## src/rtl/puf_pkg.sv

```systemverilog
// Shared definitions for the arbiter PUF controller: FSM state encoding,
// arbiter-reset timing, the default LFSR feedback mask and the majority rule.
package puf_pkg;

  typedef enum logic [2:0] {
    IDLE    = 3'd0,
    ARB_RST = 3'd1,
    LAUNCH  = 3'd2,
    SAMPLE  = 3'd3,
    COMMIT  = 3'd4,
    DONE    = 3'd5
  } puf_state_e;

  // Cycles the arbiter flop is held in reset before each launch.
  localparam int ARB_RST_CYCLES = 2;

  // Default Galois feedback mask for a 16-stage chain.
  localparam logic [15:0] LFSR_TAPS_16 = 16'hB400;

  // A challenge bit is 1 when the ones count is strictly above this value.
  function automatic int majority_threshold(input int n_votes);
    return n_votes / 2;
  endfunction

endpackage

```

## src/rtl/puf_lfsr.sv

```systemverilog
// Right-shifting Galois LFSR that produces the PUF challenge sequence.
// A zero seed is replaced by 1 so the register can never sit at the
// all-zero lock-up state.
module puf_lfsr import puf_pkg::*; #(
  parameter int                  N_STAGES  = 16,
  parameter logic [N_STAGES-1:0] LFSR_TAPS = N_STAGES'(LFSR_TAPS_16)
) (
  input  logic                clk,
  input  logic                reset,
  input  logic                load,
  input  logic [N_STAGES-1:0] seed,
  input  logic                step,
  output logic [N_STAGES-1:0] state
);

  logic [N_STAGES-1:0] state_q;
  logic [N_STAGES-1:0] state_d;

  // Next value: load has priority over step; otherwise hold.
  always_comb begin
    state_d = state_q;
    if (load) begin
      state_d = (seed == '0) ? N_STAGES'(1) : seed;
    end else if (step) begin
      state_d = state_q[0] ? ((state_q >> 1) ^ LFSR_TAPS) : (state_q >> 1);
    end
  end

  // State register, cleared by the asynchronous reset.
  always_ff @(posedge clk or negedge reset) begin
    if (!reset) begin
      state_q <= '0;
    end else begin
      state_q <= state_d;
    end
  end

  assign state = state_q;

endmodule

```

## src/rtl/arbiter_puf_ctrl.sv

```systemverilog
// Controller for an N-stage arbiter PUF delay chain. Steps an LFSR through
// RESP_BITS challenges, runs N_VOTES arbiter-reset / launch / sample rounds
// per challenge, majority-votes the synchronized arbiter output and hands
// the assembled word out over a valid/ready handshake.
// Optional build macro: PUF_STABILITY_FLAG_EN adds resp_unstable, flagging
// challenges whose votes were not unanimous.
//
// Handshake: resp_data is offered while resp_valid is high and is held
// stable until a cycle with resp_valid && resp_ready, after which the
// controller returns to IDLE; resp_valid never drops without that transfer.
module arbiter_puf_ctrl import puf_pkg::*; #(
  parameter int                  N_STAGES      = 16,
  parameter int                  RESP_BITS     = 32,
  parameter int                  N_VOTES       = 7,
  parameter int                  SETTLE_CYCLES = 4,
  parameter logic [N_STAGES-1:0] LFSR_TAPS     = N_STAGES'(LFSR_TAPS_16)
) (
  input  logic                 clk,
  input  logic                 reset,
  input  logic                 start,
  input  logic [N_STAGES-1:0]  seed,
  output logic                 busy,
  output logic                 resp_valid,
  input  logic                 resp_ready,
  output logic [RESP_BITS-1:0] resp_data,
  output logic [N_STAGES-1:0]  puf_challenge,
  output logic                 puf_launch,
  output logic                 puf_arb_reset,
  input  logic                 puf_response
`ifdef PUF_STABILITY_FLAG_EN
  ,
  output logic [RESP_BITS-1:0] resp_unstable
`endif
);

  localparam int CW = $clog2(SETTLE_CYCLES + 1);
  localparam int VW = $clog2(N_VOTES + 1);
  localparam int BW = (RESP_BITS > 1) ? $clog2(RESP_BITS) : 1;

  localparam logic [CW-1:0] ARB_LAST    = CW'(ARB_RST_CYCLES - 1);
  localparam logic [CW-1:0] SETTLE_LAST = CW'(SETTLE_CYCLES - 1);
  localparam logic [VW-1:0] VOTES_ALL   = VW'(N_VOTES);
  localparam logic [VW-1:0] MAJ_THR     = VW'(majority_threshold(N_VOTES));
  localparam logic [BW-1:0] BIT_LAST    = BW'(RESP_BITS - 1);

  puf_state_e          state_q, state_d;
  logic [CW-1:0]       cnt_q, cnt_d;
  logic [VW-1:0]       vote_q, vote_d;
  logic [VW-1:0]       ones_q, ones_d;
  logic [VW-1:0]       vote_inc;
  logic [BW-1:0]       bit_q, bit_d;
  logic [RESP_BITS-1:0] data_q, data_d;
  logic [1:0]          sync_q;
  logic                lfsr_load;
  logic                lfsr_step;
`ifdef PUF_STABILITY_FLAG_EN
  logic [RESP_BITS-1:0] unst_q, unst_d;
`endif

  // Challenge source; its state drives the delay chain directly and only
  // moves on load (IDLE) or step (COMMIT).
  puf_lfsr #(
    .N_STAGES  (N_STAGES),
    .LFSR_TAPS (LFSR_TAPS)
  ) u_lfsr (
    .clk   (clk),
    .reset (reset),
    .load  (lfsr_load),
    .seed  (seed),
    .step  (lfsr_step),
    .state (puf_challenge)
  );

  assign vote_inc = vote_q + VW'(1);

  // Next-state, counter updates and Moore outputs of the sequencing FSM.
  always_comb begin
    state_d       = state_q;
    cnt_d         = cnt_q;
    vote_d        = vote_q;
    ones_d        = ones_q;
    bit_d         = bit_q;
    data_d        = data_q;
    lfsr_load     = 1'b0;
    lfsr_step     = 1'b0;
    puf_arb_reset = 1'b0;
    puf_launch    = 1'b0;
    resp_valid    = 1'b0;
    busy          = (state_q != IDLE);
`ifdef PUF_STABILITY_FLAG_EN
    unst_d        = unst_q;
`endif
    case (state_q)
      IDLE: begin
        if (start) begin
          lfsr_load = 1'b1;
          cnt_d     = '0;
          vote_d    = '0;
          ones_d    = '0;
          bit_d     = '0;
          data_d    = '0;
`ifdef PUF_STABILITY_FLAG_EN
          unst_d    = '0;
`endif
          state_d   = ARB_RST;
        end
      end
      ARB_RST: begin
        puf_arb_reset = 1'b1;
        if (cnt_q == ARB_LAST) begin
          cnt_d   = '0;
          state_d = LAUNCH;
        end else begin
          cnt_d = cnt_q + CW'(1);
        end
      end
      LAUNCH: begin
        puf_launch = 1'b1;
        if (cnt_q == SETTLE_LAST) begin
          cnt_d   = '0;
          state_d = SAMPLE;
        end else begin
          cnt_d = cnt_q + CW'(1);
        end
      end
      SAMPLE: begin
        puf_launch = 1'b1;
        ones_d     = ones_q + VW'(sync_q[1]);
        vote_d     = vote_inc;
        state_d    = (vote_inc == VOTES_ALL) ? COMMIT : ARB_RST;
      end
      COMMIT: begin
        data_d[bit_q] = (ones_q > MAJ_THR);
`ifdef PUF_STABILITY_FLAG_EN
        unst_d[bit_q] = (ones_q != '0) && (ones_q != VOTES_ALL);
`endif
        ones_d    = '0;
        vote_d    = '0;
        lfsr_step = 1'b1;
        if (bit_q == BIT_LAST) begin
          state_d = DONE;
        end else begin
          bit_d   = bit_q + BW'(1);
          state_d = ARB_RST;
        end
      end
      DONE: begin
        resp_valid = 1'b1;
        if (resp_ready) begin
          state_d = IDLE;
        end
      end
      default: begin
        state_d = IDLE;
      end
    endcase
  end

  // FSM state, counters and response registers.
  always_ff @(posedge clk or negedge reset) begin
    if (!reset) begin
      state_q <= IDLE;
      cnt_q   <= '0;
      vote_q  <= '0;
      ones_q  <= '0;
      bit_q   <= '0;
      data_q  <= '0;
    end else begin
      state_q <= state_d;
      cnt_q   <= cnt_d;
      vote_q  <= vote_d;
      ones_q  <= ones_d;
      bit_q   <= bit_d;
      data_q  <= data_d;
    end
  end

  // Two-flop synchronizer for the asynchronous arbiter output.
  always_ff @(posedge clk or negedge reset) begin
    if (!reset) begin
      sync_q <= '0;
    end else begin
      sync_q <= {sync_q[0], puf_response};
    end
  end

`ifdef PUF_STABILITY_FLAG_EN
  // Per-bit non-unanimity flags, same lifetime as the response word.
  always_ff @(posedge clk or negedge reset) begin
    if (!reset) begin
      unst_q <= '0;
    end else begin
      unst_q <= unst_d;
    end
  end

  assign resp_unstable = unst_q;
`endif

  assign resp_data = data_q;

endmodule

```

## config.mk

```make
export PLATFORM = sky130hd
export DESIGN_NAME = arbiter_puf_ctrl
export DESIGN_NICKNAME = d
export VERILOG_FILES = /design/src/rtl/puf_pkg.sv /design/src/rtl/puf_lfsr.sv /design/src/rtl/arbiter_puf_ctrl.sv
export SDC_FILE = /design/constraint.sdc
export NUM_CORES = 1
export LEC_CHECK = 0
export BUFFER_PORTS_ARGS = -buffer_cell sky130_fd_sc_hd__clkbuf_2
export CAP_MARGIN = 10
export CORE_MARGIN = 5
export CORE_UTILIZATION = 25
export DETAILED_ROUTE_END_ITERATION = 10
export SKIP_LAST_GASP = 1
export SLEW_MARGIN = 20
export SYNTH_ARGS = -nofsm -noshare
export SYNTH_HDL_FRONTEND = slang
export SYNTH_SLANG_ARGS = --single-unit
export TNS_END_PERCENT = 10
```

## constraint.sdc

```tcl
create_clock -name clk -period 4.16 [get_ports clk]
set_input_delay 0.208 -clock clk [delete_from_list [all_inputs] [get_ports clk]]
set_output_delay 0.208 -clock clk [all_outputs]
set_load 0.01 [all_outputs]
```

Yosys cells after proc, flatten, opt, wreduce, memory -nomap -nowiden
Index checks and enable logic that the tools add are counted.

Register bits: 67. Output and inout port bits: 52. Word-level logic and storage cells: 75.

Add/subtract/negate cells: 4. Magnitude comparators: 3. Equal/unequal tests: 14. Mux-type cells: 31. Bitwise operators: 1. Reduce and logical (&&, ||, !) cells: 14.

Operators with widths (number): $mux 16 (4); $pmux 32 s2 (1); $bwmux 32 (1); $mux 32 (1); $mux 3 (9); $pmux 3 s3 (3); $pmux 3 s6 (1); $logic_not 16->1 (1); $mux 5 (2); $ne 2x2->1 const B (5); $pmux 5 s2 (1); $eq 3x2->1 const B (3); $eq 3x3->1 const B (3); $reduce_bool 3->1 (3); $mux 1 (7); $add 3x1->3 const B (2); $eq 3x1->1 const B (2); $lt 5x6->1 const B (1); $reduce_and 2->1 (3); $add 5x1->5 const B (1); $demux 1 s5 (1); $eq 5x5->1 const B (1); $ge 5x1->1 const B (1); $not 3->4 (1); 8 further kinds (9).

Longest topological paths before layout
Gate-level depths: netlist (run 1).

Depth after elaboration: 6. Depth in mapped cells: 7.

Modules after synthesis
From an unflattened synthesis (run 1), not the netlist that was laid out.

Cell total of the unflattened synthesis: 337. Area total of the unflattened synthesis: 3609.7 um^2.

Modules (own cells, without submodules): arbiter_puf_ctrl (times used 1, cells an instance 259, area each 2772.7 um^2, seq. area each 1276.2 um^2); puf_lfsr (times used 1, cells an instance 78, area each 837.1 um^2, seq. area each 400.4 um^2).

Worst setup path before layout (run 1)
OpenSTA, ideal clock, no wires.

Kind: reg-to-reg. Start: register bit_q[0]. End: register bit_q[2]. Setup time: 0.120 ns. Data arrival time: 1.815 ns. Data required time: 4.040 ns. Path slack: 2.225 ns. Stages on the path, launching flop included: 7. Period minus slack after synthesis: 1.935 ns. Cells stage by stage: dfrtp_1 > ha_1 > and3_1 > ha_1 > a2111oi_4 > a21oi_1 > a31o_1.

Longest elaborated chain between the ends: 3. Elaborated cells between the ends (all ways): 6. Those cells by class: add/sub: 1; eq/ne: 2; mux: 2; reduce/logical: 1.

Ends and longest elaborated chain: start: declaration (line arbiter_puf_ctrl.sv:51) `logic [BW-1:0] bit_q, bit_d;`; start signal: assignment (line arbiter_puf_ctrl.sv:173) `bit_q <= bit_d;`; $add 5x1->5 / $eq 5x5->1 (equally long branches) (line arbiter_puf_ctrl.sv:143, arbiter_puf_ctrl.sv:140); $mux 5 / $ne 2x2->1 (equally long branches); $pmux 5 s2 / $reduce_and 3->1 (equally long branches).

Parallel ways exist; a longest one is shown, timed or not. The select of a mux whose other input is x is not followed. A chain may end at the register's enable or synchronous reset.

Worst setup path in the final report (run 1)
Start: register state_q[2]. End: register data_q[15] (netlist: resp_data[15]).

Longest elaborated chain between the ends: 3. Elaborated cells between the ends (all ways): 6. Those cells by class: eq/ne: 2; mux: 1; reduce/logical: 3.

Ends and longest elaborated chain: start: declaration (line arbiter_puf_ctrl.sv:46) `puf_state_e state_q, state_d;`; start signal: assignment (line arbiter_puf_ctrl.sv:169) `state_q <= state_d;`; $eq 3x3->1 / $logic_not 3->1 (equally long branches) (line arbiter_puf_ctrl.sv:93) `case (state_q)`; $reduce_bool 2->1 (no line) / $ne 2x2->1 (equally long branches); $reduce_and 2->1 (no line); end signal: assignment (line arbiter_puf_ctrl.sv:174) `data_q <= data_d;`; end: declaration (line arbiter_puf_ctrl.sv:52) `logic [RESP_BITS-1:0] data_q, data_d;`.

Parallel ways exist; a longest one is shown, timed or not.

==> flow_summary_export.csv, run 1 <==
group,metric,value,unit
global_routing,global_route_wire_length_before_repair,15800,um
final_layout,layout_common_cells,"nand2_1 (72), clkbuf_2 (71), dfrtp_1 (67), nor2_1 (29), o211ai_1 (22)",
global_routing,largest_net_degree_at_the_start_of_global_routing,41,
clocking,clock_path_buffers,2,
place,gp_congestion,0.794,
clocking,path_clk_slew,0.06,ns
timing,tightest_slew,1.04,ns
final_layout,finish.net_count,487,
clocking,worstSkewPairLatency,0.34,ns
power_and_ir_drop,internal-power,0.00136,W
place,place.detailed.hpwl,6800,um
floorplanning,y_dimension_of_the_die,130,um
power_and_ir_drop,power.share.sequential,40.1,%
timing,drv_slew,0,
place,io_buffers,72,
power_and_ir_drop,comb_power_share,5.3,%
global_routing,number_of_antenna_violations_at_the_first_check_in_global_routing,0,
logic_synthesis,post_syn_nets,429,
timing,hold_violations,0,
floorplanning,core-area,13900,um^2
final_layout,final_cells,638,
worst_setup_path,critical_path.startpoint_type,"register",
final_layout,final_common_cell,"nand2_1",
logic_synthesis,yosysWarningCount,0,
power_and_ir_drop,power_density,394,nW/um^2
floorplanning,dieWidth,130,um
timing,grt_setup_unrepaired,"no",
timing,finalClockSkew,0.0104,ns
logic_synthesis,dominantRegCellSynth,"dfrtp_1",
logic_synthesis,synth_edf_count,0,
timing,maxClockFrequency,398,MHz
route,drt_first_pass_iters,4,
global_routing,gr-total-overflow,0,
power_and_ir_drop,power.leakage,1.85,nW
job,cap_violations,0,
route,postRouteAntennaNets,0,
clocking,cts_tree,"done",
clocking,htreeDepth,3,
clocking,post-cts-setup-buffers,0,
power_and_ir_drop,power_switching,0.000384,W
place,placed_cells,620,
timing,finalSetupViolations,0,
worst_setup_path,arrival,2.74,ns
worst_setup_path,biggest_fanout_along_the_worst_timing_path,25,
logic_synthesis,ys_seq_area_share,47.0,%
worst_setup_path,setup.worst_path.end_class,"register",
floorplanning,initial_utilization,25.6,%
route,drc,0,
place,detailed_place.area,4030,um^2
final_layout,stdcell_area,4420,um^2
worst_setup_path,worstSetupPathType,"reg2reg",
floorplanning,top_level_ports,73,
place,dp_worst_setup_slack,1.66,ns
route,routed_vias,3146,
timing,worst_slew_margin_rel,30.9,%
timing,finalWorstSetupSlack,1.65,ns
timing,final_period_minus_worst_setup_slack,2.51,ns
logic_synthesis,synth_cell_type_count,42,
power_and_ir_drop,clockPowerShare,54.7,%
route,wire_per_inst,15.3,um
route,viasPerCell,4.93,
floorplanning,row_count,43,
logic_synthesis,syn-instance-count,395,
route,drt_iter0_drc,267,
clocking,cts.sink_count,67,
worst_setup_path,worst_ep_required_time,4.38,ns
final_layout,flow.area_growth_from_synthesis,23.8,%
power_and_ir_drop,switching_share,22.0,%
clocking,clock_tree.root_cell,"clkbuf_16",
outcome,outcome,"finished, final reports clean",
logic_synthesis,yosys_register_bits,67,
final_layout,num_antenna_cells,0,
global_routing,number_of_global_route_vias_before_repair,3010,
timing,setup_tns,0,ns
hold_path,holdCritPathClass,"in2reg",
clocking,tritoncts.num_buffers,9,
final_layout,fill_cell_total_of_the_finished_layout,1431,
final_layout,drive_gt1_share,21.2,%
logic_synthesis,synthesis.area_per_instance,9.04,um^2
power_and_ir_drop,ir_drop,0.140,mV
global_routing,grt_use_total,12.0,%
route,wirelength,9740,um
floorplanning,area_enclosed_by_the_die_boundary,16800,um^2
timing,final.period_utilization,60.4,%
logic_synthesis,synth_area,3570,um^2
logic_synthesis,ys_async_sr_fraction,100,%
## synthesized netlist by cell type, drive strengths merged, types with 3 or more instances
| master | instances | share of area, % |
|---|---|---|
| nor3b | 6 | 1.4 |
| a31oi | 14 | 2.5 |
| nor2 | 29 | 3.0 |
| inv | 9 | 0.95 |
| ha | 13 | 4.6 |
| a21oi | 21 | 2.9 |
| nand4 | 13 | 2.3 |
| a31o | 7 | 1.7 |
| nor2b | 5 | 0.88 |
| o21ai | 18 | 2.5 |
| o211ai | 22 | 4.6 |
| and2 | 4 | 0.70 |
| dfrtp | 67 | 47 |
| buf | 20 | 3.7 |
| nor4 | 5 | 0.88 |
| clkbuf | 11 | 1.2 |
| nand2 | 72 | 7.6 |
| or3 | 3 | 0.53 |
| nor3 | 7 | 0.98 |
| and3 | 4 | 0.70 |
| xnor2 | 3 | 0.74 |
| nand3 | 18 | 2.5 |
## flip-flops by register name (all words and copies together), names as in the netlist
signal        flops
cnt_q             3
resp_data        32
vote_q            3
u_lfsr.state     16
ones_q            3
sync_q            2
state_q           3
bit_q             5
## critical path, cell delays in order, from the launching register on
cell     delay (ns)
dfrtp_1        0.81
nor3b_4        0.71
and2_1         0.53
a21oi_1        0.15
a31o_1         0.20
## final timing paths
check / depth (start not counted) / from / slack, ns / to
max reg2reg: 4 / state_q[2] / 1.65 / resp_data[15]
max: 4 / state_q[2] / 1.65 / resp_data[15]
min in group asynchronous: 2 / reset / 0.44 / sync_q[0]
max in group asynchronous: 3 / reset / 2.73 / bit_q[2]
min reg2reg: 0 / sync_q[0] / 0.35 / sync_q[1]
min: 3 / seed[10] / 0.11 / u_lfsr.state[10]
## metrics by stage
step / util (%) / hold WS (ns) / power [W]
floorplan: - / -0.0876 / 0.000750
global route: 31.7 / 0.116 / 0.00181
CTS: 31.7 / 0.0921 / 0.00177
finish: 31.7 / 0.105 / 0.00174
detailed placement: 28.9 / 0.281 / 0.000801
global placement: 28.8 / 0.289 / 0.000798
## kinds of logic (layout without fill, tap and decap cells)
kind of cell	count (synthesis)	after routing	share of synthesized area, %
buf+inv	40	103	5.85
simple gates	172	172	22.8
mux	1	1	0.280
compound gates	98	98	18.6
xor+xnor	4	4	0.981
flops	67	67	47.0
fa+ha+maj	13	13	4.56
## power groups by stage
stage | sequential, W | clock, W | combinational [W]
detailed placement | 0.000709 | 0 | 0.0000921
CTS | 0.000697 | 0.000975 | 0.0000939
global placement | 0.000708 | 0 | 0.0000904
finish | 0.000698 | 0.000951 | 0.0000915
global route | 0.000701 | 0.00100 | 0.000105
floorplan | 0.000698 | 0 | 0.0000519
## per-layer routing
| metal | global-route usage, % | share of wire, % |
|---|---|---|
| met5 | 0 | 0 |
| met2 | 17.8 | 45 |
| met1 | 16.0 | 46 |
| met4 | 5.50 | 2.1 |
| met3 | 3.67 | 6.4 |
## repair_timing
action	in CTS	in global routing
resized for setup	0	0
hold buffers	2	0
hold endpoints to repair	28	0
## final cells by class
type	count	area (um^2)	share of cell area, %
clock buffers	9	225	5.09
clock inverters	7	146	3.31
inverters	9	33.8	0.764
multi-input cells	288	1690	38.3
flip-flops and latches	67	1680	37.9
well taps	180	225	5.09
repair buffers	78	423	9.56
No activity file was read; power rests on OpenSTA's default activity.
==> run 2, diff against run 1 <==
- clock period: 4.16 -> 2.13 ns (I/O delays scaled with it)
==> run 2 against run 1 <==
Clock skew decreased by 0.0045 ns; first-iteration DRC count increased by 1.5%; critical path depth rose by 3; global-route usage up 0.095 points; non-clock buffer count is 21 higher; via count is 2.8% higher; largest cell class unchanged; highest routed layer unchanged.
==> flow_summary_export.csv, run 2 (synthesized netlist as in run 1, its figures left out) <==
group,metric,value,unit
final_layout,multi_input_area,1690,um^2
hold_path,holdCritPathClass,"in2reg",
timing,drv_slew,0,
worst_setup_path,worst_path_max_delay_cell,"dfrtp_1",
floorplanning,dieWidth,130,um
clocking,htreeDepth,3,
worst_setup_path,worst_r2r_endpoint,"bit_q[4]",
final_layout,seq_area,1680,um^2
outcome,outcome,"finished, final reports clean",
final_layout,finish.net_count,508,
route,drt_first_pass_iters,5,
power_and_ir_drop,power.leakage,1.91,nW
timing,worst_slew_margin_rel,64.3,%
place,place.detailed.hpwl,7210,um
timing,setup_tns,0,ns
final_layout,num_antenna_cells,0,
floorplanning,y_dimension_of_the_die,130,um
route,routed_vias,3233,
clocking,tritoncts.num_buffers,9,
timing,maxClockFrequency,509,MHz
timing,grt_setup_unrepaired,"no",
clocking,worstSkewPairLatency,0.33,ns
place,gp_congestion,0.783,
worst_setup_path,critical_path.startpoint_type,"register",
final_layout,largest_register_ffs,32,
clocking,clock_path_buffers,2,
clocking,path_clk_slew,0.05,ns
route,wirelength,9830,um
route,wire_per_inst,14.9,um
global_routing,gr-total-overflow,0,
hold_path,timing.hold.worst_endpoint,"u_lfsr.state[13]",
power_and_ir_drop,power_switching,0.000711,W
route,postRouteAntennaNets,0,
final_layout,final_common_cell,"nand2_1",
final_layout,fill_cell_total_of_the_finished_layout,1442,
floorplanning,core-area,13900,um^2
worst_setup_path,worstSetupPathType,"reg2reg",
timing,finalWorstSetupSlack,0.164,ns
worst_setup_path,reg2reg_slack,0.16,ns
route,drc,0,
floorplanning,row_count,43,
worst_setup_path,arrival,2.21,ns
worst_setup_path,critical_path_cell_sequence,"ha_1 -> and3_1 -> ha_1 -> a2111oi_4 -> buf_4 -> nand3_1 -> o21ai_0",
timing,final.period_utilization,92.3,%
timing,finalSetupViolations,0,
power_and_ir_drop,switching_share,23.1,%
timing,hold_violations,0,
floorplanning,initial_utilization,25.6,%
timing,tightest_slew,0.533,ns
power_and_ir_drop,power.share.sequential,43.5,%
timing,holdWs,0.0239,ns
power_and_ir_drop,ir_drop,0.245,mV
clocking,clock_tree.root_cell,"clkbuf_16",
worst_setup_path,worst_r2r_path_cells,7,
clocking,cts.sink_count,67,
floorplanning,area_enclosed_by_the_die_boundary,16800,um^2
global_routing,grt_use_total,12.1,%
final_layout,flow.area_growth_from_synthesis,26.6,%
clocking,cts_tree,"done",
final_layout,drive_gt1_share,23.8,%
power_and_ir_drop,post-layout-total-power,0.00308,W
power_and_ir_drop,internal-power,0.00237,W
global_routing,largest_net_degree_at_the_start_of_global_routing,41,
global_routing,number_of_global_route_vias_before_repair,3165,
worst_setup_path,timing.critical_path.mode_cell,"ha_1",
final_layout,layout_common_cells,"nand2_1 (72), clkbuf_2 (71), dfrtp_1 (67), nor2_1 (29)",
timing,finalClockSkew,0.00593,ns
power_and_ir_drop,power_density,681,nW/um^2
global_routing,number_of_antenna_violations_at_the_first_check_in_global_routing,0,
worst_setup_path,timing.critical_path.slowest_cell_delay,0.41,ns
power_and_ir_drop,clockPowerShare,49.3,%
power_and_ir_drop,comb_power_share,7.2,%
floorplanning,top_level_ports,73,
clocking,postCtsResizedCells,0,
worst_setup_path,worst_ep_required_time,2.38,ns
hold_path,min-delay-start,"seed[13]",
hold_path,worst_hold_path.num_cells,3,
global_routing,global_route_wire_length_before_repair,16000,um
route,viasPerCell,4.91,
worst_setup_path,setup.worst_path.end_class,"register",
timing,final_period_minus_worst_setup_slack,1.97,ns
worst_setup_path,biggest_fanout_along_the_worst_timing_path,7,
worst_setup_path,worst_r2r_startpoint,"bit_q[0]",
job,cap_violations,0,
place,io_buffers,72,
place,dp_worst_setup_slack,0.168,ns
route,drt_iter0_drc,271,
run 2: cell types whose count changed in the layout (fill, tap and decap cells not counted), sizes merged:
cell | before | now
buf | 5 | 24
bufinv | 4 | 1
clkbuf | 80 | 84
clkinvlp | 0 | 1
dlygate4sd3 | 2 | 4
inv | 11 | 9
run 2: how the worst max path moves through the flow:
stage / from / endpoint / slack (ns)
CTS: bit_q[0] / bit_q[4] / 0.16
global placement: bit_q[0] / bit_q[1] / 0.25
floorplan: bit_q[0] / bit_q[2] / 0.20
global route: bit_q[0] / bit_q[4] / 0.01
detailed placement: bit_q[0] / bit_q[4] / 0.17
finish: bit_q[0] / bit_q[4] / 0.16
run 2: area by class of cell:
type	instances	share of cell area, %
sequential	67	37.1
inverter	9	0.748
clock inverter	3	1.02
multi-input combinational	288	37.4
tap	180	4.98
timing repair buffer	99	13.0
clock buffer	13	5.76
run 2: what timing repair did:
item / in CTS / in global routing
endpoints found under the hold margin: 16 / 0
hold buffers: 4 / 0
buffers inserted: 0 / 0
run 2: power by group through the flow:
| stage | Combinational, W | Clock, W | Sequential [W] |
|---|---|---|---|
| 2_1_floorplan | 0.000101 | 0 | 0.00136 |
| 3_3_place_gp | 0.000212 | 0 | 0.00136 |
| 3_5_place_dp | 0.000218 | 0 | 0.00136 |
| 4_1_cts | 0.000224 | 0.00157 | 0.00134 |
| 5_1_grt | 0.000249 | 0.00163 | 0.00134 |
| 6_report | 0.000221 | 0.00152 | 0.00134 |
run 2: routing by layer:
layer | part of all wire [%] | up-vias | wire [um] | track usage [%]
li1 | - | 1576 | - | -
met5 | 0 | - | 0 | 0
met2 | 46 | 81 | 4530 | 18.8
met3 | 5.9 | 16 | 580 | 3.42
met4 | 2.2 | 0 | 213 | 5.32
met1 | 46 | 1560 | 4510 | 15.7
run 2: critical path: cells and delay by family (launching register included):
kind / cells / cell delay [ns]
compound gates: 2 / 0.50
buf+inv: 1 / 0.21
fa+ha+maj: 2 / 0.49
simple gates: 2 / 0.28
flops: 1 / 0.41
run 2: stage by stage:
step | cells | instance area [um^2] | util (%)
2_1_floorplan | 395 | 3570 | -
3_3_place_gp | 639 | 4170 | 29.9
3_5_place_dp | 639 | 4170 | 29.9
4_1_cts | 659 | 4520 | 32.4
5_1_grt | 659 | 4520 | 32.4
6_report | 659 | 4520 | 32.4
